[src/rtl/conv_1x1_sched_pkg.sv]
// Shared types and width helpers for the 1x1 convolution layer scheduler.
package conv_1x1_sched_pkg;

  typedef enum logic [2:0] {
    S_IDLE   = 3'd0,
    S_LOAD_W = 3'd1,
    S_RUN    = 3'd2,
    S_DRAIN  = 3'd3,
    S_DONE   = 3'd4
  } state_t;

  localparam int unsigned DEF_DATA_WIDTH      = 16;
  localparam int unsigned DEF_CHANNEL_NUM_IN  = 304;
  localparam int unsigned DEF_CHANNEL_NUM_OUT = 256;
  localparam int unsigned DEF_IMAGE_SIZE      = 4096;

  // Counter/address width for a terminal count n; never narrower than 1 bit.
  function automatic int unsigned cnt_width(input int unsigned n);
    return (n > 1) ? $clog2(n) : 1;
  endfunction

endpackage

[src/rtl/conv_1x1_sched_if.sv]
// Datapath-side bus of the scheduler: weight memory read port, weight load,
// pixel source handshake, pixel stream and result strobe.
interface conv_1x1_sched_if
  import conv_1x1_sched_pkg::*;
#(
  parameter int unsigned DATA_WIDTH      = DEF_DATA_WIDTH,
  parameter int unsigned CHANNEL_NUM_IN  = DEF_CHANNEL_NUM_IN,
  parameter int unsigned CHANNEL_NUM_OUT = DEF_CHANNEL_NUM_OUT
);

  localparam int unsigned AW = cnt_width(CHANNEL_NUM_IN * CHANNEL_NUM_OUT);
  localparam int unsigned OW = cnt_width(CHANNEL_NUM_OUT);

  logic                  wt_rd_en;
  logic [AW-1:0]         wt_addr;
  logic [DATA_WIDTH-1:0] wt_data;
  logic                  valid_weight_in;
  logic [DATA_WIDTH-1:0] weight_in;
  logic                  stride2;
  logic                  src_valid;
  logic [DATA_WIDTH-1:0] src_data;
  logic                  src_ready;
  logic                  valid_in;
  logic [DATA_WIDTH-1:0] pxl_in;
  logic                  conv_valid_out;
  logic [OW-1:0]         oc_index;

  modport sched (
    output wt_rd_en, wt_addr, valid_weight_in, weight_in, stride2,
           src_ready, valid_in, pxl_in, oc_index,
    input  wt_data, src_valid, src_data, conv_valid_out
  );

  modport env (
    input  wt_rd_en, wt_addr, valid_weight_in, weight_in, stride2,
           src_ready, valid_in, pxl_in, oc_index,
    output wt_data, src_valid, src_data, conv_valid_out
  );

endinterface

[src/rtl/conv_sched_cnt.sv]
// Up-counter with synchronous clear and a terminal-count flag; wraps to 0
// when enabled on its last value.
module conv_sched_cnt
  import conv_1x1_sched_pkg::*;
#(
  parameter int unsigned TERMINAL = 2
) (
  input  logic                           clk,
  input  logic                           reset,
  input  logic                           en,
  input  logic                           clr,
  output logic [cnt_width(TERMINAL)-1:0] count,
  output logic                           last
);

  localparam int unsigned W = cnt_width(TERMINAL);

  assign last = (count == W'(TERMINAL - 1));

  // Count enabled events, clear has priority.
  always_ff @(posedge clk or negedge reset) begin
    if (!reset) begin
      count <= '0;
    end else if (clr) begin
      count <= '0;
    end else if (en) begin
      count <= last ? '0 : count + W'(1);
    end
  end

endmodule

[src/rtl/conv_1x1_sched.sv]
// Layer scheduler for a 1x1 convolution datapath: per output channel it
// streams CHANNEL_NUM_IN weights, then CHANNEL_NUM_IN*IMAGE_SIZE pixels, then
// waits for IMAGE_SIZE results before moving to the next output channel.
module conv_1x1_sched
  import conv_1x1_sched_pkg::*;
#(
  parameter int unsigned DATA_WIDTH      = DEF_DATA_WIDTH,
  parameter int unsigned CHANNEL_NUM_IN  = DEF_CHANNEL_NUM_IN,
  parameter int unsigned CHANNEL_NUM_OUT = DEF_CHANNEL_NUM_OUT,
  parameter int unsigned IMAGE_SIZE      = DEF_IMAGE_SIZE
) (
  input  logic            clk,
  input  logic            reset,
  input  logic            start,
  input  logic            stride2_cfg,
  output logic            busy,
  output logic            done,
  conv_1x1_sched_if.sched bus
);

  localparam int unsigned AW = cnt_width(CHANNEL_NUM_IN * CHANNEL_NUM_OUT);
  localparam int unsigned WW = cnt_width(CHANNEL_NUM_IN);
  localparam int unsigned BW = cnt_width(CHANNEL_NUM_IN * IMAGE_SIZE);
  localparam int unsigned RW = cnt_width(IMAGE_SIZE);
  localparam int unsigned OW = cnt_width(CHANNEL_NUM_OUT);

  state_t                state;
  logic                  wt_rd_en;
  logic [AW-1:0]         wt_addr;
  logic                  valid_weight_in;
  logic                  stride2;
  logic                  src_ready;
  logic                  valid_in;
  logic [DATA_WIDTH-1:0] pxl_in;
  logic                  res_full;

  logic                  accept;
  logic                  beat;
  logic                  res_en;
  logic                  res_done;
  logic                  drain_exit;

  logic [WW-1:0]         wt_cnt;
  logic [BW-1:0]         beat_cnt;
  logic [RW-1:0]         res_cnt;
  logic [OW-1:0]         oc_cnt;
  logic                  wt_last;
  logic                  beat_last;
  logic                  res_last;
  logic                  oc_last;
  logic                  unused_cnt_bits;

  assign unused_cnt_bits = ^{wt_cnt, beat_cnt, res_cnt};

  assign accept     = (state == S_IDLE) && start;
  assign beat       = bus.src_valid && src_ready;
  // res_full remembers a complete result set that arrived before RUN ended.
  assign res_en     = bus.conv_valid_out && ((state == S_RUN) || (state == S_DRAIN)) && !res_full;
  assign res_done   = res_full || (res_en && res_last);
  assign drain_exit = (state == S_DRAIN) && res_done;

  conv_sched_cnt #(.TERMINAL(CHANNEL_NUM_IN)) u_wt_cnt (
    .clk(clk), .reset(reset), .en(wt_rd_en), .clr(accept),
    .count(wt_cnt), .last(wt_last)
  );

  conv_sched_cnt #(.TERMINAL(CHANNEL_NUM_IN * IMAGE_SIZE)) u_beat_cnt (
    .clk(clk), .reset(reset), .en(beat), .clr(accept),
    .count(beat_cnt), .last(beat_last)
  );

  conv_sched_cnt #(.TERMINAL(IMAGE_SIZE)) u_res_cnt (
    .clk(clk), .reset(reset), .en(res_en), .clr(accept || drain_exit),
    .count(res_cnt), .last(res_last)
  );

  conv_sched_cnt #(.TERMINAL(CHANNEL_NUM_OUT)) u_oc_cnt (
    .clk(clk), .reset(reset), .en(drain_exit && !oc_last), .clr(accept),
    .count(oc_cnt), .last(oc_last)
  );

  // Layer FSM with registered control and stream outputs.
  always_ff @(posedge clk or negedge reset) begin
    if (!reset) begin
      state           <= S_IDLE;
      busy            <= 1'b0;
      done            <= 1'b0;
      wt_rd_en        <= 1'b0;
      wt_addr         <= '0;
      valid_weight_in <= 1'b0;
      stride2         <= 1'b0;
      src_ready       <= 1'b0;
      valid_in        <= 1'b0;
      pxl_in          <= '0;
      res_full        <= 1'b0;
    end else begin
      valid_weight_in <= wt_rd_en;
      valid_in        <= beat;
      done            <= 1'b0;
      if (beat) begin
        pxl_in <= bus.src_data;
      end
      if (accept || drain_exit) begin
        res_full <= 1'b0;
      end else if (res_en && res_last) begin
        res_full <= 1'b1;
      end

      case (state)
        S_IDLE: begin
          if (start) begin
            state    <= S_LOAD_W;
            stride2  <= stride2_cfg;
            busy     <= 1'b1;
            wt_rd_en <= 1'b1;
            wt_addr  <= '0;
          end
        end
        S_LOAD_W: begin
          if (wt_rd_en) begin
            if (wt_last) begin
              wt_rd_en <= 1'b0;
            end else begin
              wt_addr <= wt_addr + AW'(1);
            end
          end else if (valid_weight_in) begin
            state     <= S_RUN;
            src_ready <= 1'b1;
          end
        end
        S_RUN: begin
          if (beat && beat_last) begin
            state     <= S_DRAIN;
            src_ready <= 1'b0;
          end
        end
        S_DRAIN: begin
          if (drain_exit) begin
            if (oc_last) begin
              state <= S_DONE;
              done  <= 1'b1;
            end else begin
              // Address holds oc*CIN + CIN-1 here, so +1 is the next channel's base.
              state    <= S_LOAD_W;
              wt_rd_en <= 1'b1;
              wt_addr  <= wt_addr + AW'(1);
            end
          end
        end
        S_DONE: begin
          state <= S_IDLE;
          busy  <= 1'b0;
        end
        default: begin
          state <= S_IDLE;
        end
      endcase
    end
  end

  assign bus.wt_rd_en        = wt_rd_en;
  assign bus.wt_addr         = wt_addr;
  assign bus.valid_weight_in = valid_weight_in;
  assign bus.weight_in       = valid_weight_in ? bus.wt_data : '0;
  assign bus.stride2         = stride2;
  assign bus.src_ready       = src_ready;
  assign bus.valid_in        = valid_in;
  assign bus.pxl_in          = pxl_in;
  assign bus.oc_index        = oc_cnt;

endmodule

[src/flat_wrapper.sv]
// flat-port wrapper written by rule: the top's interface ports become plain ports
module conv_1x1_sched_flat import conv_1x1_sched_pkg::*;
#(
  parameter int unsigned DATA_WIDTH      = DEF_DATA_WIDTH,
  parameter int unsigned CHANNEL_NUM_IN  = DEF_CHANNEL_NUM_IN,
  parameter int unsigned CHANNEL_NUM_OUT = DEF_CHANNEL_NUM_OUT,
  parameter int unsigned IMAGE_SIZE      = DEF_IMAGE_SIZE
)
  (clk, reset, start, stride2_cfg, busy, done, bus_wt_rd_en, bus_wt_addr, bus_valid_weight_in, bus_weight_in, bus_stride2, bus_src_ready, bus_valid_in, bus_pxl_in, bus_oc_index, bus_wt_data, bus_src_valid, bus_src_data, bus_conv_valid_out);
  conv_1x1_sched_if #(.DATA_WIDTH(DATA_WIDTH), .CHANNEL_NUM_IN(CHANNEL_NUM_IN), .CHANNEL_NUM_OUT(CHANNEL_NUM_OUT)) bus_i ();
  input  logic clk;
  input  logic reset;
  input  logic start;
  input  logic stride2_cfg;
  output logic busy;
  output logic done;
  output wire logic [$bits(bus_i.wt_rd_en)-1:0] bus_wt_rd_en;
  output wire logic [$bits(bus_i.wt_addr)-1:0] bus_wt_addr;
  output wire logic [$bits(bus_i.valid_weight_in)-1:0] bus_valid_weight_in;
  output wire logic [$bits(bus_i.weight_in)-1:0] bus_weight_in;
  output wire logic [$bits(bus_i.stride2)-1:0] bus_stride2;
  output wire logic [$bits(bus_i.src_ready)-1:0] bus_src_ready;
  output wire logic [$bits(bus_i.valid_in)-1:0] bus_valid_in;
  output wire logic [$bits(bus_i.pxl_in)-1:0] bus_pxl_in;
  output wire logic [$bits(bus_i.oc_index)-1:0] bus_oc_index;
  input wire logic [$bits(bus_i.wt_data)-1:0] bus_wt_data;
  input wire logic [$bits(bus_i.src_valid)-1:0] bus_src_valid;
  input wire logic [$bits(bus_i.src_data)-1:0] bus_src_data;
  input wire logic [$bits(bus_i.conv_valid_out)-1:0] bus_conv_valid_out;
  assign bus_wt_rd_en = bus_i.wt_rd_en;
  assign bus_wt_addr = bus_i.wt_addr;
  assign bus_valid_weight_in = bus_i.valid_weight_in;
  assign bus_weight_in = bus_i.weight_in;
  assign bus_stride2 = bus_i.stride2;
  assign bus_src_ready = bus_i.src_ready;
  assign bus_valid_in = bus_i.valid_in;
  assign bus_pxl_in = bus_i.pxl_in;
  assign bus_oc_index = bus_i.oc_index;
  assign bus_i.wt_data = bus_wt_data;
  assign bus_i.src_valid = bus_src_valid;
  assign bus_i.src_data = bus_src_data;
  assign bus_i.conv_valid_out = bus_conv_valid_out;
  conv_1x1_sched #(.DATA_WIDTH(DATA_WIDTH), .CHANNEL_NUM_IN(CHANNEL_NUM_IN), .CHANNEL_NUM_OUT(CHANNEL_NUM_OUT), .IMAGE_SIZE(IMAGE_SIZE)) u_core (.clk(clk), .reset(reset), .start(start), .stride2_cfg(stride2_cfg), .busy(busy), .done(done), .bus(bus_i));
endmodule
[config.mk]
export PLATFORM = sky130hd
export DESIGN_NAME = conv_1x1_sched_flat
export DESIGN_NICKNAME = d
export VERILOG_FILES = /design/src/rtl/conv_1x1_sched_pkg.sv /design/src/rtl/conv_1x1_sched_if.sv /design/src/rtl/conv_sched_cnt.sv /design/src/rtl/conv_1x1_sched.sv /design/src/flat_wrapper.sv
export SDC_FILE = /design/constraint.sdc
export NUM_CORES = 1
export LEC_CHECK = 0
export BUFFER_PORTS_ARGS = -buffer_cell sky130_fd_sc_hd__buf_2
export CAP_MARGIN = 0
export CORE_ASPECT_RATIO = 0.9
export CORE_MARGIN = 2
export CORE_UTILIZATION = 55
export CTS_CLUSTER_SIZE = 10
export DETAILED_ROUTE_END_ITERATION = 7
export GPL_ROUTABILITY_DRIVEN = 0
export GPL_TIMING_DRIVEN = 1
export PLACE_DENSITY = 0.8
export SYNTH_ARGS = -nofsm -noshare
export SYNTH_HDL_FRONTEND = slang
export SYNTH_HIERARCHICAL = 1
export SYNTH_SLANG_ARGS = --single-unit
[constraint.sdc]
create_clock -name clk -period 3.2 [get_ports clk]
set_clock_uncertainty 0.1 [all_clocks]
set_input_delay 0.32 -clock clk [delete_from_list [all_inputs] [get_ports clk]]
set_output_delay 0.32 -clock clk [all_outputs]
set_load 0.01 [all_outputs]
* Yosys cells after proc, flatten, opt, wreduce, memory -nomap -nowiden
Cells that the tools add are included.
** Operators by class
- Reductions and logical operators :: 28
- Equality and inequality tests :: 16
- Multiply operators :: 0
- Bitwise logic cells :: 0
- Shift operators :: 0
- Muxes and demuxes :: 42
- Div/mod/pow operators :: 0
- Add/subtract/negate cells :: 5
- Order comparisons :: 0
** Operators with widths (number)
- 2-to-1 mux 17 bit :: 5
- 2-to-1 mux 21 bit :: 3
- case mux 17 bit (3 select lines) :: 1
- 2-to-1 mux 12 bit :: 3
- 2-to-1 mux 9 bit :: 3
- 2-to-1 mux 8 bit :: 3
- adder 21 x 1 -> 21 bit, second input constant :: 1
- equality test 21 bit, second input constant :: 1
- 2-to-1 mux 3 bit :: 6
- adder 17 x 1 -> 17 bit, second input constant :: 1
- 2-to-1 mux 16 bit :: 1
- nonzero test 2 bit :: 7
- 2-to-1 mux 1 bit :: 13
- adder 12 x 1 -> 12 bit, second input constant :: 1
- equality test 12 bit, second input constant :: 1
- case mux 3 bit (4 select lines) :: 1
- != test 2 bit, second input constant :: 5
- adder 9 x 1 -> 9 bit, second input constant :: 1
- equality test 9 bit, second input constant :: 1
- adder 8 x 1 -> 8 bit, second input constant :: 1
- equality test 8 bit, second input constant :: 1
- logical AND 1 bit :: 8
- AND reduction 4 bit :: 2
- equality test 3 x 2 -> 1 bit, second input constant :: 2
- 12 further kinds :: 19
** Storage, ports and cells
- Memories :: 0
- Output and inout bits :: 64
- ROM bits :: 0
- Register bits after elaboration :: 94
- Bits of input ports :: 38
- Memory bits (writable) :: 0
- Latch bits :: 0

* Logic depth before layout (Yosys ltp)
Gate-level depths: netlist of the first run.
- Depth in word-level cells :: 10
- Gate-level depth with buffers :: 11
- Depth with buffers taken out :: 10

* Cells and area by module
Netlist of the first run, hierarchy kept.
** By module, submodules not included
- conv_1x1_sched :: cells an instance 214, area an instance 2193.4 um2, times used 1
- conv_sched_cnt (u_core.u_beat_cnt) :: cells an instance 125, area an instance 1201.2 um2, times used 1
- conv_sched_cnt (u_core.u_res_cnt) :: cells an instance 62, area an instance 641.9 um2, times used 1
- conv_sched_cnt (u_core.u_wt_cnt) :: cells an instance 47, area an instance 459.2 um2, times used 1
- conv_sched_cnt (u_core.u_oc_cnt) :: cells an instance 46, area an instance 434.2 um2, times used 1

* Least setup slack after synthesis of the first run
OpenSTA, ideal clock, no wires.
- Path type :: flip-flop to flip-flop
- From :: reg u_core.u_res_cnt.count[3]
- To :: reg u_core.u_res_cnt.count[10]
- Arrival time :: 2.375 ns
- Clock period less this slack :: 2.549 ns
- Slack :: 0.651 ns
- Cell stages (with the launch flop) :: 11
- Path buffers :: 1
- Data required time :: 3.027 ns
- Path through :: dfrtp_1 > nand4_4 > nor4_4 > a31oi_1 > nand3b_1 > nand2_1 > buf_2 > o211a_1 > nand2_1 > or4_4 > a21oi_2
** On the way
- Longest elaborated chain between the ends :: 6
- Elaborated cells on any way between the ends :: 10
** RTL lines
- start, declared :: line conv_sched_cnt.sv:12 : output logic [cnt_width(TERMINAL)-1:0] count,
- start signal, assigned :: line conv_sched_cnt.sv:27 : count <= last ? '0 : count + W'(1);
- equality test 12 bit * :: line conv_sched_cnt.sv:18 : assign last = (count == W'(TERMINAL - 1));
- named net u_core.res_last :: line conv_1x1_sched.sv:49 : logic res_last;
- logical AND 1 bit :: line conv_1x1_sched.sv:59 : assign res_done = res_full || (res_en && res_last);
- logical OR 1 bit :: line conv_1x1_sched.sv:59
- logical AND 1 bit :: line conv_1x1_sched.sv:60 : assign drain_exit = (state == S_DRAIN) && res_done;
- logical OR 1 bit :: line conv_1x1_sched.sv:73 : .clk(clk), .reset(reset), .en(res_en), .clr(accept || drain_exit),
- 2-to-1 mux 12 bit or nonzero test 2 bit (tied branches)
The timed path passes the listed nets; every way through them passes the cells marked *. The select of a mux whose other input is x is not followed.
A chain may end at the register's enable or synchronous reset.

* Final worst setup path of the first run
- From :: reg u_core.u_res_cnt.count[3]
- To :: reg u_core.wt_addr[5], in the netlist u_core/bus.wt_addr[5]
** On the way
- Longest elaborated chain between the ends :: 6
** RTL lines
- equality test 12 bit :: line conv_sched_cnt.sv:18
- named net u_core.res_last :: line conv_1x1_sched.sv:49
- logical AND 1 bit :: line conv_1x1_sched.sv:59
- logical OR 1 bit :: line conv_1x1_sched.sv:59
- logical AND 1 bit :: line conv_1x1_sched.sv:60
- != test 2 x 1 -> 1 bit (no source line)
- AND reduction 6 bit (no source line)
- end signal, assigned :: line conv_1x1_sched.sv:124 : wt_addr <= wt_addr + AW'(1);
- end signal, assigned :: line conv_1x1_sched.sv:146 : wt_addr <= wt_addr + AW'(1);
- end, declared :: line conv_1x1_sched.sv:29 : logic [AW-1:0] wt_addr;
The timed path passes the listed nets, and every way through them passes these cells.

==> results, run 1 <==
- Summed over all cells, the static leakage comes to 0.002732 uW.
- The total setup violations reported at the end of the flow is 0.
- In this run, synthesis inferred 0 flip-flops with an integrated enable.
- Clock latency on the worst-skew pair, taken at its later pin, is 0.36 ns.
- Entering global routing, the biggest net connects 42 pins.
- The average cell area after synthesis is 9.979 sq um.
- Of the cells placed in the final design, the portion with a size suffix greater than 1 is 27.53%.
- By area, the combinational part of the netlist is dominated by simple AND/OR/NAND/NOR gates.
- The arrival time at the worst endpoint is 3.03 ns.
- The floorplan step set the die height to 93.82 um.
- Once the clock tree was built, the setup fixing pass inserted 0 buffers.
- The startpoint identified for the worst register-to-register timing path is u_core/u_res_cnt/count[3].
- Using the TritonRoute via totals, the vias-per-cell ratio works out to 5.753.
- The number of nets in the synthesized netlist is approximately 540.
- The core box area is 0.008648 sq mm.
- The register share of total power is 55.9%.
- The fraction of post-synthesis cell area in the top cell type by area is 47.72%.
- The tightest hold margin is between 0.04 and 0.05 ns.
- In the layout the commonest cells are 100 x sky130_fd_sc_hd__buf_2, 94 x sky130_fd_sc_hd__dfrtp_1, 51 x sky130_fd_sc_hd__nor2_1.
- Walking the worst path, the cells encountered are nand4_4 > nor4_4 > nand2_1 > a221oi_4 > o21ai_2 > or2_0 > o41ai_2.
- In this run, synthesis produced a sequential element count of 94.
- The via count of the first global-routing pass is 3991.
- The floorplan has 32 rows.
- The detailed placer's ending HPWL is about 7.8 mm.
- Once layout is done, the placed cells without fillers occupy just under 0.006 sq mm.
- From synthesis to final layout, the design area changed by 17.54%.
- Clock tree synthesis selected as its root buffer the cell sky130_fd_sc_hd__clkbuf_8.
- The clock transition time at the flip-flop clock pins of the worst setup and hold paths is approximately 0.1 ns.
- The reported max-cap violation count is 0.
- The number of DRC markers after the initial detailed-route iteration is between 200 and 300.
- The required time of the critical path is between 3 and 4 ns.
- The synthesized netlist devotes 25.33% of its cell area to simple gates.
- The number of antenna violations at the first check in global routing came to 0.
- The tree built by TritonCTS fans out to 94 sinks.
- The average detailed-routed wire length per instance is 14.94 um.
- In this run the number of cells on the critical path is 7.
- Setup slack on the worst reg-to-reg path comes out at 0.33 ns.
- After synthesis the cells add up to roughly 0.0049 sq mm.
- The adder and majority cell fraction of the synthesized area is 1.269%.
- The startpoint-to-endpoint class of the critical path is flip-flop to flip-flop.
- The element type at the critical path start is a flip-flop.
- Together, buffers and inverters on the worst path number 0.
- The most instantiated flip-flop cell in the synthesis netlist is sky130_fd_sc_hd__dfrtp_1.
- The critical register-to-register path endpoint is u_core/bus.wt_addr[5].
- After layout, the worst path uses 89.69% of the clock period.
- Setup repair after global routing left no endpoint under its margin.
- The kind of cell with the highest combined delay along the critical path is simple AND/OR/NAND/NOR gates.
- Cell internal power was estimated by the tool at 1786 uW.
- The path class of the lowest-slack min-delay path is primary input to flip-flop.
- The filler cells instantiated in the layout total around 700.
- The worst-case headroom to the max-slew limit is 41.49%.
- Pin placement for this block handled 102 I/O pins.
- The number of routed nets with antenna violations is 0.
- The sort of element at the end of the critical path is a flip-flop.
- Timing would allow up to 0.3484 GHz.
- The repair_antennas step left the layout with diodes totalling 0.
- For this run the aggregate overflow at the end of global routing stands at 0.
- The number of H-tree levels is 3.
- The highest-delay cell along the critical path is sky130_fd_sc_hd__dfrtp_1.
- The run finished with clean final reports.
- The transition time at the pin with the least slew margin is 0.8759 ns.
- For this run, the number of Yosys warnings is 6.
- Counting every instance in the synthesized netlist gives ~490.
- Counting distinct cell types in the post-synthesis netlist gives 69.
- The final route contains 4154 vias.
- The minimum clock period is 2.870 ns.
- Of all cell types, the one taking the most synthesized area is sky130_fd_sc_hd__dfrtp_1.
- The portion of synthesized area spent on multiplexers is 4.695%.
- The TritonCTS clock tree is built.
- The net count reported at finish is 641.
- The number of buffers created by CTS is 9.
- Combinational logic burns 10.0% of the power.
- The largest driver fanout on the critical path is 19.
- The die boundary width is roughly 100 um.
- The first global-routing pass estimated 18.53 mm of wire.
- Leaving out fill and tap cells, the most frequent cell in the layout is sky130_fd_sc_hd__buf_2.
- The first element of the critical path is u_core/u_res_cnt/count[3].
- Global routing used 23.22% of the available tracks.
- The sum of routed wire length over all layers is 10.79 mm.
- The starting density of the core is 57.00%.
- The total die area is 0.009738 sq mm.
- In the final timing run, aggregate negative setup slack is 0 ns.
- Summing all placed instances gives a cell area of 0.005568 sq mm.
- Measured in cells, the most critical reg-to-reg path has a length of 7.
- In this run the worst setup path terminates at u_core/bus.wt_addr[5].
- The max-slew violation total from the final report is 0.
- In this design, the stage delay of the slowest critical-path cell is between 0.4 and 0.5 ns.
- The number of detailed-routing iterations run before antenna repair is 5.
- The synthesized netlist devotes between 10% and 20% of its cell area to compound gates.
- In the routed design, unresolved DRC markers number 0.
- The number of hold violations in the final report was 0.
- The net switching component of the power is 660.1 uW.
- Yosys attributes the largest share of cell area to sky130_fd_sc_hd__dfrtp_1 48%, sky130_fd_sc_hd__nor2_1 3.9%, sky130_fd_sc_hd__mux2_2 3.9%, sky130_fd_sc_hd__nand2_1 3.4%, sky130_fd_sc_hd__xor2_1 2.8%.
- Of the total synthesized cell area, the portion taken by XOR and XNOR cells is 4.797%.
- In the synthesized netlist the async set-or-reset flop fraction comes to between 90% and 100%.
- During placement, the flow inserted port buffers numbering 101.
- The share of the Yosys chip area taken by registers is 47.72%.
- No sink is reached through more buffers than the 2 on the longest clock path.
- For this design the ratio of total power to cell area is 422.1 mW/mm^2.
- IR analysis of the VDD net gives a maximum drop of between 0.0003 and 0.0004 V.
- The power share of the clock group is 34.1%.
- In this run switching power makes up 26.99% of total power.
==> power by group through the flow <==
stage | logic (uW) | registers (uW) | clock network, uW
floorplan | 145 | 1370 | 0
global placement | 229 | 1380 | 0
detailed placement | 243 | 1390 | 0
CTS | 248 | 1370 | 859
global route | 276 | 1380 | 918
finish | 244 | 1370 | 835
==> synth_stat cells (all sizes together), types with 6 or more instances <==
| library cell | instances |
|---|---|
| o21ai | 20 |
| inv | 13 |
| buf | 7 |
| o2111ai | 6 |
| nor4 | 10 |
| xor2 | 16 |
| a31oi | 7 |
| clkbuf | 10 |
| nand4 | 13 |
| nand2b | 9 |
| nand2 | 45 |
| dfrtp | 94 |
| nor2 | 51 |
| or3 | 13 |
| nand3 | 23 |
| nor3 | 8 |
| and2 | 17 |
| or4 | 6 |
| xnor2 | 11 |
| nand3b | 7 |
| o31ai | 8 |
| a21oi | 27 |
| mux2 | 17 |
==> registers in the layout, summed over array words and instances, names as in the netlist <==
signal                      flops
u_core/u_beat_cnt/count        21
u_core/bus.wt_addr             17
u_core/bus.pxl_in              16
u_core/u_res_cnt/count         12
u_core/u_wt_cnt/count           9
u_core/u_oc_cnt/count           8
u_core/state                    3
u_core/bus.src_ready            1
u_core/bus.stride2              1
u_core/bus.valid_in             1
u_core/bus.valid_weight_in      1
u_core/bus.wt_rd_en             1
u_core/busy                     1
u_core/done                     1
u_core/res_full                 1
==> final cells by class <==
cell class / count / area [sq um] / area share (%)
Timing Repair Buffer: 110 / 578.1 / 9.976
Clock buffer: 11 / 151.4 / 2.613
Inverter: 14 / 52.55 / 0.9069
Multi-Input combinational cell: 369 / 2446 / 42.22
Sequential cell: 94 / 2352 / 40.60
Clock inverter: 5 / 65.06 / 1.123
Tap cell: 119 / 148.9 / 2.570
==> layer usage <==
metal | track usage (%) | part of all wire, % | up-vias
met5 | 0 | 0 | -
met4 | 6.419 | 1.1 | 0
met3 | 6.727 | 7.6 | 11
met2 | 38.13 | 47 | 165
met1 | 30.44 | 44 | 1978
li1 | - | - | 2000
==> cell families after synthesis <==
family | Yosys count
simple gates | 220
compound gates | 96
flops | 94
buf+inv | 31
xor+xnor | 27
mux | 21
fa+ha+maj | 5
==> worst min path at each step <==
stage / startpoint / endpoint / slack (ns) / cells past startpoint
floorplan: reset / u_core/bus.pxl_in[0] / -0.08 / 0
global placement: reset / u_core/bus.wt_addr[16] / 0.23 / 1
detailed placement: reset / u_core/bus.wt_addr[14] / 0.24 / 1
CTS: stride2_cfg / u_core/bus.stride2 / 0.03 / 3
global route: stride2_cfg / u_core/bus.stride2 / 0.02 / 3
finish: stride2_cfg / u_core/bus.stride2 / 0.05 / 3
==> stage by stage <==
step,total power [uW],util (%),worst slack [ns],std cells
3_3_place_gp,1612,64.38,0.4752,705
5_1_grt,2576,67.00,0.09531,722
4_1_cts,2473,67.00,0.3351,722
2_1_floorplan,1514,-,0.6515,494
3_5_place_dp,1633,64.38,0.3925,705
6_report,2446,67.00,0.3301,722
==> worst reg2reg max path, stage by stage (launching register included) <==
cell                       delay [ns]
sky130_fd_sc_hd__dfrtp_1         0.47
sky130_fd_sc_hd__nand4_4         0.19
sky130_fd_sc_hd__nor4_4          0.44
sky130_fd_sc_hd__nand2_1         0.21
sky130_fd_sc_hd__a221oi_4        0.41
sky130_fd_sc_hd__o21ai_2         0.27
sky130_fd_sc_hd__or2_0           0.39
sky130_fd_sc_hd__o41ai_2         0.30
==> what timing repair did <==
action / CTS / global route
hold endpoints to repair: 39 / 0
hold buffers: 1 / 0
gates resized for setup: 0 / 0
Note: power is estimated with default switching activity, not from simulation.
==> run 2, diff against run 1 <==
--- a/config.mk
+++ b/config.mk
@@ -9,12 +9,12 @@
 export CAP_MARGIN = 0
 export CORE_ASPECT_RATIO = 0.9
 export CORE_MARGIN = 2
-export CORE_UTILIZATION = 55
+export CORE_UTILIZATION = 50
 export CTS_CLUSTER_SIZE = 10
 export DETAILED_ROUTE_END_ITERATION = 7
 export GPL_ROUTABILITY_DRIVEN = 0
 export GPL_TIMING_DRIVEN = 1
-export PLACE_DENSITY = 0.8
+export PLACE_DENSITY = 0.77
 export SYNTH_ARGS = -nofsm -noshare
 export SYNTH_HDL_FRONTEND = slang
 export SYNTH_HIERARCHICAL = 1
==> constraint.sdc (replaced) <==
create_clock -name clk -period 2.4 [get_ports clk]
set_clock_uncertainty 0.1 [all_clocks]
set_input_delay 0.24 -clock clk [delete_from_list [all_inputs] [get_ports clk]]
set_output_delay 0.24 -clock clk [all_outputs]
set_load 0.01 [all_outputs]
==> results, run 2 (synthesized netlist as in run 1, its figures left out) <==
- The worst setup path is of the flip-flop to flip-flop kind.
- After detailed routing, the number of vias per cell comes to 5.642.
- The number of detailed-routing iterations run before antenna repair is 5.
- The total instance count after detailed placement is 754.
- The via count of the first global-routing pass is 4327.
- The most common cell after layout, fill and taps aside is sky130_fd_sc_hd__buf_2.
- Buffers placed on the I/O ports in this run total a little over 100.
- The global-route wire length before repair is ~20 mm.
- The critical hold path startpoint is bus_src_data[11].
- The run finished with clean final reports.
- The average detailed-routed wire length per instance is 15.38 um.
- The number of vias after detailed routing is 4491.
- The first element of the critical path is u_core/u_res_cnt/count[10].
- The library cells used most frequently in the layout, excluding fill and tap cells, are 100 x sky130_fd_sc_hd__buf_2, 94 x sky130_fd_sc_hd__dfrtp_1, 57 x sky130_fd_sc_hd__buf_4.
- The number of filler instances in the final layout is 752.
- In this run the core area contains 34 standard-cell rows.
- The global-route total usage across every layer is 23.52%.
- Detailed placement finished with a half-perimeter wire length of 8.602 mm.
- The worst slack after detailed placement is -0.1796 ns.
- The number of antenna violations at the first check in global routing is 0.
- Setup repair after global routing could not meet its margin everywhere.
- In this run the critical register-to-register path is launched from u_core/u_res_cnt/count[10].
- IR analysis of the VDD net gives a maximum drop of 0.0003041 V.
- The number of hold violations in the final report is 0.
- STA classifies the critical path startpoint as a flip-flop.
- The worst-case headroom to the max-slew limit is 64.79%.
- Along the worst path, the maximum fanout reaches 5.
- The maximum frequency from static timing analysis is 0.4241 GHz.
- The remaining routing DRC violations is 0.
- In this run the count of I/O pins placed on the die edge is 102.
- The total setup violations reported at the end of the flow is 0.
- The TritonCTS clock tree is built.
- The minimum clock period is 2.358 ns.
- For the pin with the worst max-slew slack, the measured transition is about 0.53 ns.
- The final non-filler cell total is 796.
- The total power per unit cell area is 509.4 mW/mm^2.
- The clock latency of the later-clocked register in the worst-skew pair is ~0.36 ns.
- The starting density of the core is 51.28%.
- The reported max-cap violation count is 0.
- The multi-input combinational cells in the finished layout cover a total of 0.002580 sq mm.
- After detailed routing, the total wire length is 12.24 mm.
- Counting every sink on the clock net gives 94.
- Clock-pin slew was measured on the worst setup and hold paths at 0.10 ns.
- The die boundary width is 108.7 um.
- The tightest hold margin is 0.01619 ns.
- The number of DRC markers after the initial detailed-route iteration is between 200 and 250.
- In this run the standard cell core region covers 0.009614 sq mm.
- In this run the number of H-tree levels came out at 3.
- The overall die height is 98.20 um.
- The detail route stage leaves a number of antenna-violating nets equal to 0.
- The overall overflow remaining after global route is 0.
- The root buffer cell chosen for the clock tree is sky130_fd_sc_hd__clkbuf_8.
- The register with the most flip-flops in the layout has 21 of them.
- The buffer depth of the longest clock path is 2.
- The max-slew violation total from the final report is 0.
- Summed over all cells, the static leakage comes to 0.003074 uW.
- The final antenna diode count is 0.
- The final critical path takes up 98.25% of the cycle.
- The sort of element at the end of the critical path is a flip-flop.
- The number of clock buffers added by TritonCTS is 9.
- The required time of the critical path is 2.60 ns.
- The path class of the lowest-slack min-delay path is primary input to flip-flop.
- Cells with a size suffix above 1 make up 36.12% of the layout.
- The worst path meets setup with 0.04191 ns of slack.
- Registers take 0.002352 sq mm.
- The layout-stage area growth over the synthesis result is 30.94%.
- u_core/u_beat_cnt/count holds more flip-flops than any other register.
- Adding up every negative setup slack in the final design gives 0 ns.
- Data on the critical path arrives at its endpoint at 2.56 ns.
- The largest registers in the layout are u_core/u_beat_cnt/count x21, u_core/bus.wt_addr x17, u_core/bus.pxl_in x16.
- The total die area is 0.01067 sq mm.
- The net count reported at finish is 708.
- Entering global routing, the biggest net connects 41 pins.
==> run 2: changes by cell type in the layout (fill, tap and decap cells not counted), sizes merged <==
cell,change
buf,+51
dlygate4sd3,+15
clkbuf,-2
clkinvlp,+2
bufinv,-1
inv,+1
o21ai,+1
==> run 2: critical path: stages, from the launching register on <==
cell	delay [ns]
sky130_fd_sc_hd__dfrtp_1	0.38
sky130_fd_sc_hd__nand3_2	0.10
sky130_fd_sc_hd__nor4_4	0.36
sky130_fd_sc_hd__nand2_2	0.14
sky130_fd_sc_hd__a221oi_4	0.40
sky130_fd_sc_hd__o21ai_4	0.13
sky130_fd_sc_hd__or4_1	0.53
sky130_fd_sc_hd__a21oi_1	0.15
==> run 2: path summary, 6_finish.rpt <==
| path | slack [ns] | depth (start not counted) | to |
|---|---|---|---|
| max | 0.04 | 7 | u_core/bus.wt_addr[16] |
| min | 0.02 | 2 | u_core/bus.pxl_in[11] |
| max reg2reg | 0.04 | 7 | u_core/bus.wt_addr[16] |
| min reg2reg | 0.39 | 2 | u_core/bus.stride2 |
| max in group asynchronous | 1.13 | 3 | u_core/u_beat_cnt/count[15] |
| min in group asynchronous | 0.28 | 2 | u_core/bus.wt_addr[9] |
==> run 2: layer usage <==
layer,up-vias,GRT usage (%),part of all wire [%]
li1,2141,-,-
met1,2191,30.32,42
met2,135,40.77,51
met3,24,3.872,5.1
met4,0,6.509,1.4
met5,-,0,0
==> run 2: power breakdown <==
part	leakage (uW)	switching, uW	internal [uW]
Sequential	0.00124	120	1680
Combinational	0.00174	233	237
Clock	0.0000914	612	402
Total	0.00307	965	2320
==> run 2: stage by stage <==
| stage | total power, uW | area (sq um) | util [%] |
|---|---|---|---|
| 5_1_grt | 3460 | 6455 | 67.14 |
| 6_report | 3288 | 6455 | 67.14 |
| 3_5_place_dp | 2241 | 5897 | 61.34 |
| 4_1_cts | 3294 | 6271 | 65.23 |
| 3_3_place_gp | 2213 | 5897 | 61.34 |
| 2_1_floorplan | 2023 | 4941 | - |
==> run 2: cell type report <==
type	count	share of cell area, %
sequential	94	36.44
inverter	14	0.8141
timing repair buffer	176	17.39
clock inverter	7	1.027
clock buffer	9	1.919
tap	126	2.442
multi-input combinational	370	39.97
==> run 2: what timing repair did <==
item	in CTS	in global routing
cloned	0	1
gates resized for setup	3	29
endpoints found under the hold margin	53	0
hold buffers	16	0
buffers inserted	2	7
pin swaps	1	7
endpoints found under the setup margin	19	24
==> run 3, diff against run 2 <==
--- a/config.mk
+++ b/config.mk
@@ -5,11 +5,12 @@
 export SDC_FILE = /design/constraint.sdc
 export NUM_CORES = 1
 export LEC_CHECK = 0
+export ABC_AREA = 1
 export BUFFER_PORTS_ARGS = -buffer_cell sky130_fd_sc_hd__buf_2
 export CAP_MARGIN = 0
 export CORE_ASPECT_RATIO = 0.9
 export CORE_MARGIN = 2
-export CORE_UTILIZATION = 50
+export CORE_UTILIZATION = 51
 export CTS_CLUSTER_SIZE = 10
 export DETAILED_ROUTE_END_ITERATION = 7
 export GPL_ROUTABILITY_DRIVEN = 0
==> results, run 3 <==
- Walking the worst path, the cells encountered are nand2_1 > nor2_4 > inv_2 > nor4_4 > nand2_1 > nand2_1 > nand2_2 > nand2_2 > inv_1 > nand2_4 > nand2_4 > nor2_4 > nand2_1 > nand2_1 > a21oi_1.
- Compared with the post-synthesis result, the final layout area differs by 22.25%.
- Max-cap violations in this run came to 0.
- The number of H-tree levels is 3.
- The clock sink count is 94.
- The wire-length estimate of the detail-placed layout is 8.880 mm.
- Across every metal layer, demand over resource in global routing totals 22.86%.
- Summing the sequential cell areas from Yosys gives 43.04% of the chip area.
- The post-synthesis net count is between 700 and 800.
- Derived from the worst setup path, the maximum achievable clock frequency is ~0.45 GHz.
- The total instance count after detailed placement is 977.
- The via count of the first global-routing pass is 4709.
- The worst setup path is captured at a flip-flop.
- Counting flops with a built-in enable in the synthesized netlist gives 0.
- At the end of the flow, the number of nets in the layout was 925.
- The area taken by multi-input logic gates is 0.002663 sq mm.
- STA puts the critical path data required time at roughly 2.5 ns.
- The final cycle utilization of the critical path is 92.75%.
- The most common cell after layout, fill and taps aside is sky130_fd_sc_hd__nand2_1.
- The net switching component of the power is 2511 uW.
- The fraction of layout cells with a size suffix above 1 is 23.14%.
- The clock latency of the later-clocked register in the worst-skew pair is 0.34 ns.
- The share of total power consumed by net switching is just over 40%.
- In this run the power density over the cells is approximately 920 mW/mm^2.
- In the synthesized netlist the dominant register cell turns out to be sky130_fd_sc_hd__dfrtp_1.
- The first global-routing pass estimated between 20 and 25 mm of wire.
- The pin count of the biggest net entering global routing is between 50 and 60.
- The synthesized design spends more area on one cell type than any other, namely sky130_fd_sc_hd__dfrtp_1.
- After layout, the minimum clock period comes to 2.226 ns.
- The overall die height is a little over 100 um.
- The buffer depth of the longest clock path is 2.
- The min-delay analysis places its worst path in the category primary input to flip-flop.
- At the worst endpoint, the arrival time is 2.35 ns.
- The count of buffers added on input and output ports is ~100.
- The final instance area is between 0.006 and 0.007 sq mm.
- The startpoint-to-endpoint class of the critical path is flip-flop to flip-flop.
- The count of cell types in the netlist is 39.
- Cell internal power was estimated by the tool at 3669 uW.
- In the final layout, the registers with the most flip-flops are u_core/u_beat_cnt/count x21, u_core/bus.wt_addr x17, u_core/bus.pxl_in x16.
- The final reports fail on DRC.
- The overall overflow remaining after global route is 0.
- The number of hold violations in the final report is 0.
- The count of yosys warnings during synthesis is 6.
- Once detail routing completed, the nets flagged for antenna violations numbered 0.
- sky130_fd_sc_hd__nand2_1 is the most common cell in the netlist.
- At the pin with the least slew margin, the transition time is 0.5453 ns.
- The number of antenna violations at the first check in global routing is 0.
- The number of rows in the core area is 35.
- The number of clock buffers added by TritonCTS is 9.
- For this design, the slowest cell found on the critical path is sky130_fd_sc_hd__dfrtp_1.
- The number of flip-flops and latches in the synthesized netlist is 94.
- The final non-filler cell total is 1015.
- Counting the fill cells in the layout gives 907.
- The register with the most flip-flops in the layout has 21 of them.
- In the synthesized netlist, the number of instances is 746.
- The max-slew violation total from the final report is 0.
- The die is 113.1 um wide.
- The cell class contributing the biggest share of worst-path delay is simple AND/OR/NAND/NOR gates.
- Setup total negative slack on the finished layout was measured at 0 ns.
- Across the whole layout, storage elements account for 0.002352 sq mm.
- The top cell types in the final layout, fill and taps aside, are 230 x sky130_fd_sc_hd__nand2_1, 100 x sky130_fd_sc_hd__buf_2, 100 x sky130_fd_sc_hd__inv_1.
- Yosys attributes the largest share of cell area to sky130_fd_sc_hd__dfrtp_1 43%, sky130_fd_sc_hd__nand2_1 16%, sky130_fd_sc_hd__inv_1 6.9%, sky130_fd_sc_hd__nor2_1 6.6%, sky130_fd_sc_hd__nand3_1 4.5%.
- After layout, the worst setup slack is 0.1740 ns.
- In the synthesized netlist, the cells that appear most often are 233 x sky130_fd_sc_hd__nand2_1, 100 x sky130_fd_sc_hd__inv_1, 96 x sky130_fd_sc_hd__nor2_1, 94 x sky130_fd_sc_hd__dfrtp_1, 49 x sky130_fd_sc_hd__nand3_1.
- Summing all placed instances gives a cell area of 0.006148 sq mm.
- The detailed router placed 5105 vias in this run.
- Dividing the detail-routed wire length by the instance count gives 12.60 um.
- The final antenna diode count is 0.
- The clock transition time at the flip-flop clock pins of the worst setup and hold paths is 0.07 ns.
- The clock tree root buffer cell is sky130_fd_sc_hd__clkbuf_16.
- For this block, the routed nets add up to about 13 mm of wire.
- The number of buffer and inverter instances along the worst setup path is 2.
- The most flop-heavy register is u_core/u_beat_cnt/count.
- At the placement stage, the worst setup path has a slack of -0.04424 ns.
- The cell that appears most often on the critical path is sky130_fd_sc_hd__nand2_1.
- The fraction of post-synthesis cell area in the top cell type by area is 43.04%.
- The starting density of the core is 52.88%.
- Summed over all cells, the static leakage comes to around 0.0036 uW.
- Pin placement for this block handled 102 I/O pins.
- Of all nets on the critical path, the largest fanout is 7.
- After floorplanning, the core was sized to cover just over 0.01 sq mm.
- The total setup violations reported at the end of the flow is 0.
- The number of DRC markers after the initial detailed-route iteration is 326.
- The flow ran to the end, but the final reports show violations.
- The worst setup path is launched from a flip-flop.
- The total die area is 0.01156 sq mm.
- The maximum ir drop on the vdd rail is roughly 0.00070 V.
- The TritonCTS clock tree is built.
- In this run the tightest slew margin relative to its limit is 63.65%.
- The power share of the clock group is around 22%.
- Sequential cells account for between 40 and 50% of the total power.
- The remaining routing DRC violations is 3.
- The netlist area before placement is 0.005465 sq mm.
- The longest individual stage delay on the worst path is 0.38 ns.
- The average cell area after synthesis is ~7.3 sq um.
- The final core area utilization is between 60% and 70%.
- Of all flip-flops after synthesis, the portion carrying an async set or reset was 100.0%.
- The number of detailed-routing iterations run before antenna repair is 7.
- Combinational logic is responsible for 37.4% of the overall power.
- Dividing the detail-routed via count by the number of cells gives about 5.0.
[run 3: changes by cell type after synthesis, moves of 9 or more]
| cell | previous run | this run |
|---|---|---|
| sky130_fd_sc_hd__nand2b_1 | 9 | 0 |
| sky130_fd_sc_hd__inv_1 | 13 | 100 |
| sky130_fd_sc_hd__a21oi_1 | 25 | 10 |
| sky130_fd_sc_hd__nand3_1 | 21 | 49 |
| sky130_fd_sc_hd__nor2_2 | 0 | 17 |
| sky130_fd_sc_hd__nand2_1 | 45 | 233 |
| sky130_fd_sc_hd__and2_1 | 17 | 1 |
| sky130_fd_sc_hd__nor2_1 | 51 | 96 |
| sky130_fd_sc_hd__or3_1 | 11 | 0 |
| sky130_fd_sc_hd__nand4_1 | 10 | 20 |
| sky130_fd_sc_hd__mux2_2 | 17 | 0 |
| sky130_fd_sc_hd__nand2_2 | 0 | 15 |
[run 3: area by class of cell]
cell class                      instances  share of cell area (%)
Sequential cell                        94                   35.21
Clock buffer                           12                   3.989
Inverter                              109                   6.161
Timing Repair Buffer                  134                   12.10
Tap cell                              129                   2.416
Clock inverter                          3                  0.2809
Multi-Input combinational cell        534                   39.85
[run 3: worst paths after layout]
kind                                        endpoint  slack (ns)  depth (start not counted)                       from
max in group asynchronous        u_core/bus.valid_in        1.23                          3                      reset
hold / removal                  u_core/bus.pxl_in[0]       0.006                          3            bus_src_data[0]
setup / recovery           u_core/u_res_cnt/count[8]        0.17                         15  u_core/u_res_cnt/count[5]
hold reg to reg                 u_core/bus.pxl_in[3]        0.38                          2       u_core/bus.pxl_in[3]
setup reg to reg           u_core/u_res_cnt/count[8]        0.17                         15  u_core/u_res_cnt/count[5]
min in group asynchronous  u_core/u_res_cnt/count[3]        0.30                          2                      reset
[run 3: kinds of logic (layout without fill, tap and decap cells)]
logic type	after synthesis	in the layout	synth area share, %
simple gates	464	464	38.42
buf+inv	118	258	8.883
flops	94	94	43.04
compound gates	47	47	5.632
xor+xnor	18	18	2.885
fa+ha+maj	5	5	1.145
[run 3: per-stage QoR]
stage | power (uW) | hold WS [ns]
after floorplan | 4032 | -0.1556
after global placement | 4704 | 0.1489
after detailed placement | 4749 | 0.1478
after CTS | 6195 | 0.00003805
after global routing | 6673 | 0.01954
final | 6180 | 0.005989
[run 3: worst register-to-register path, stage by stage, from the launching register on]
cell and delay [ns]:
sky130_fd_sc_hd__dfrtp_1 0.38, sky130_fd_sc_hd__nand2_1 0.10, sky130_fd_sc_hd__nor2_4 0.17, sky130_fd_sc_hd__inv_2 0.08
sky130_fd_sc_hd__nor4_4 0.30, sky130_fd_sc_hd__nand2_1 0.09, sky130_fd_sc_hd__nand2_1 0.10, sky130_fd_sc_hd__nand2_2 0.10
sky130_fd_sc_hd__nand2_2 0.10, sky130_fd_sc_hd__inv_1 0.09, sky130_fd_sc_hd__nand2_4 0.12, sky130_fd_sc_hd__nand2_4 0.08
sky130_fd_sc_hd__nor2_4 0.12, sky130_fd_sc_hd__nand2_1 0.07, sky130_fd_sc_hd__nand2_1 0.08, sky130_fd_sc_hd__a21oi_1 0.05
[run 3: repair_timing]
action | in CTS | in global routing
gates resized for setup | 1 | 8
buffers inserted | 0 | 7
hold buffers | 16 | 0
setup endpoints to repair | 3 | 18
hold endpoints to repair | 51 | 0
pin swaps | 0 | 3
[run 3: power groups by stage]
stage          Clock, uW  Sequential (uW)  Combinational (uW)
6_report            1370             2490                2310
5_1_grt             1460             2570                2640
4_1_cts             1410             2490                2290
3_5_place_dp           0             2500                2250
3_3_place_gp           0             2510                2200
2_1_floorplan          0             2500                1530
[run 3: routing by layer]
layer	global-route usage [%]	part of all wire, %	vias to the layer above
li1	-	-	2590
met1	29.90	45	2351
met3	5.694	5.4	17
met4	5.816	1.3	0
met2	38.60	49	147
met5	0	0	-
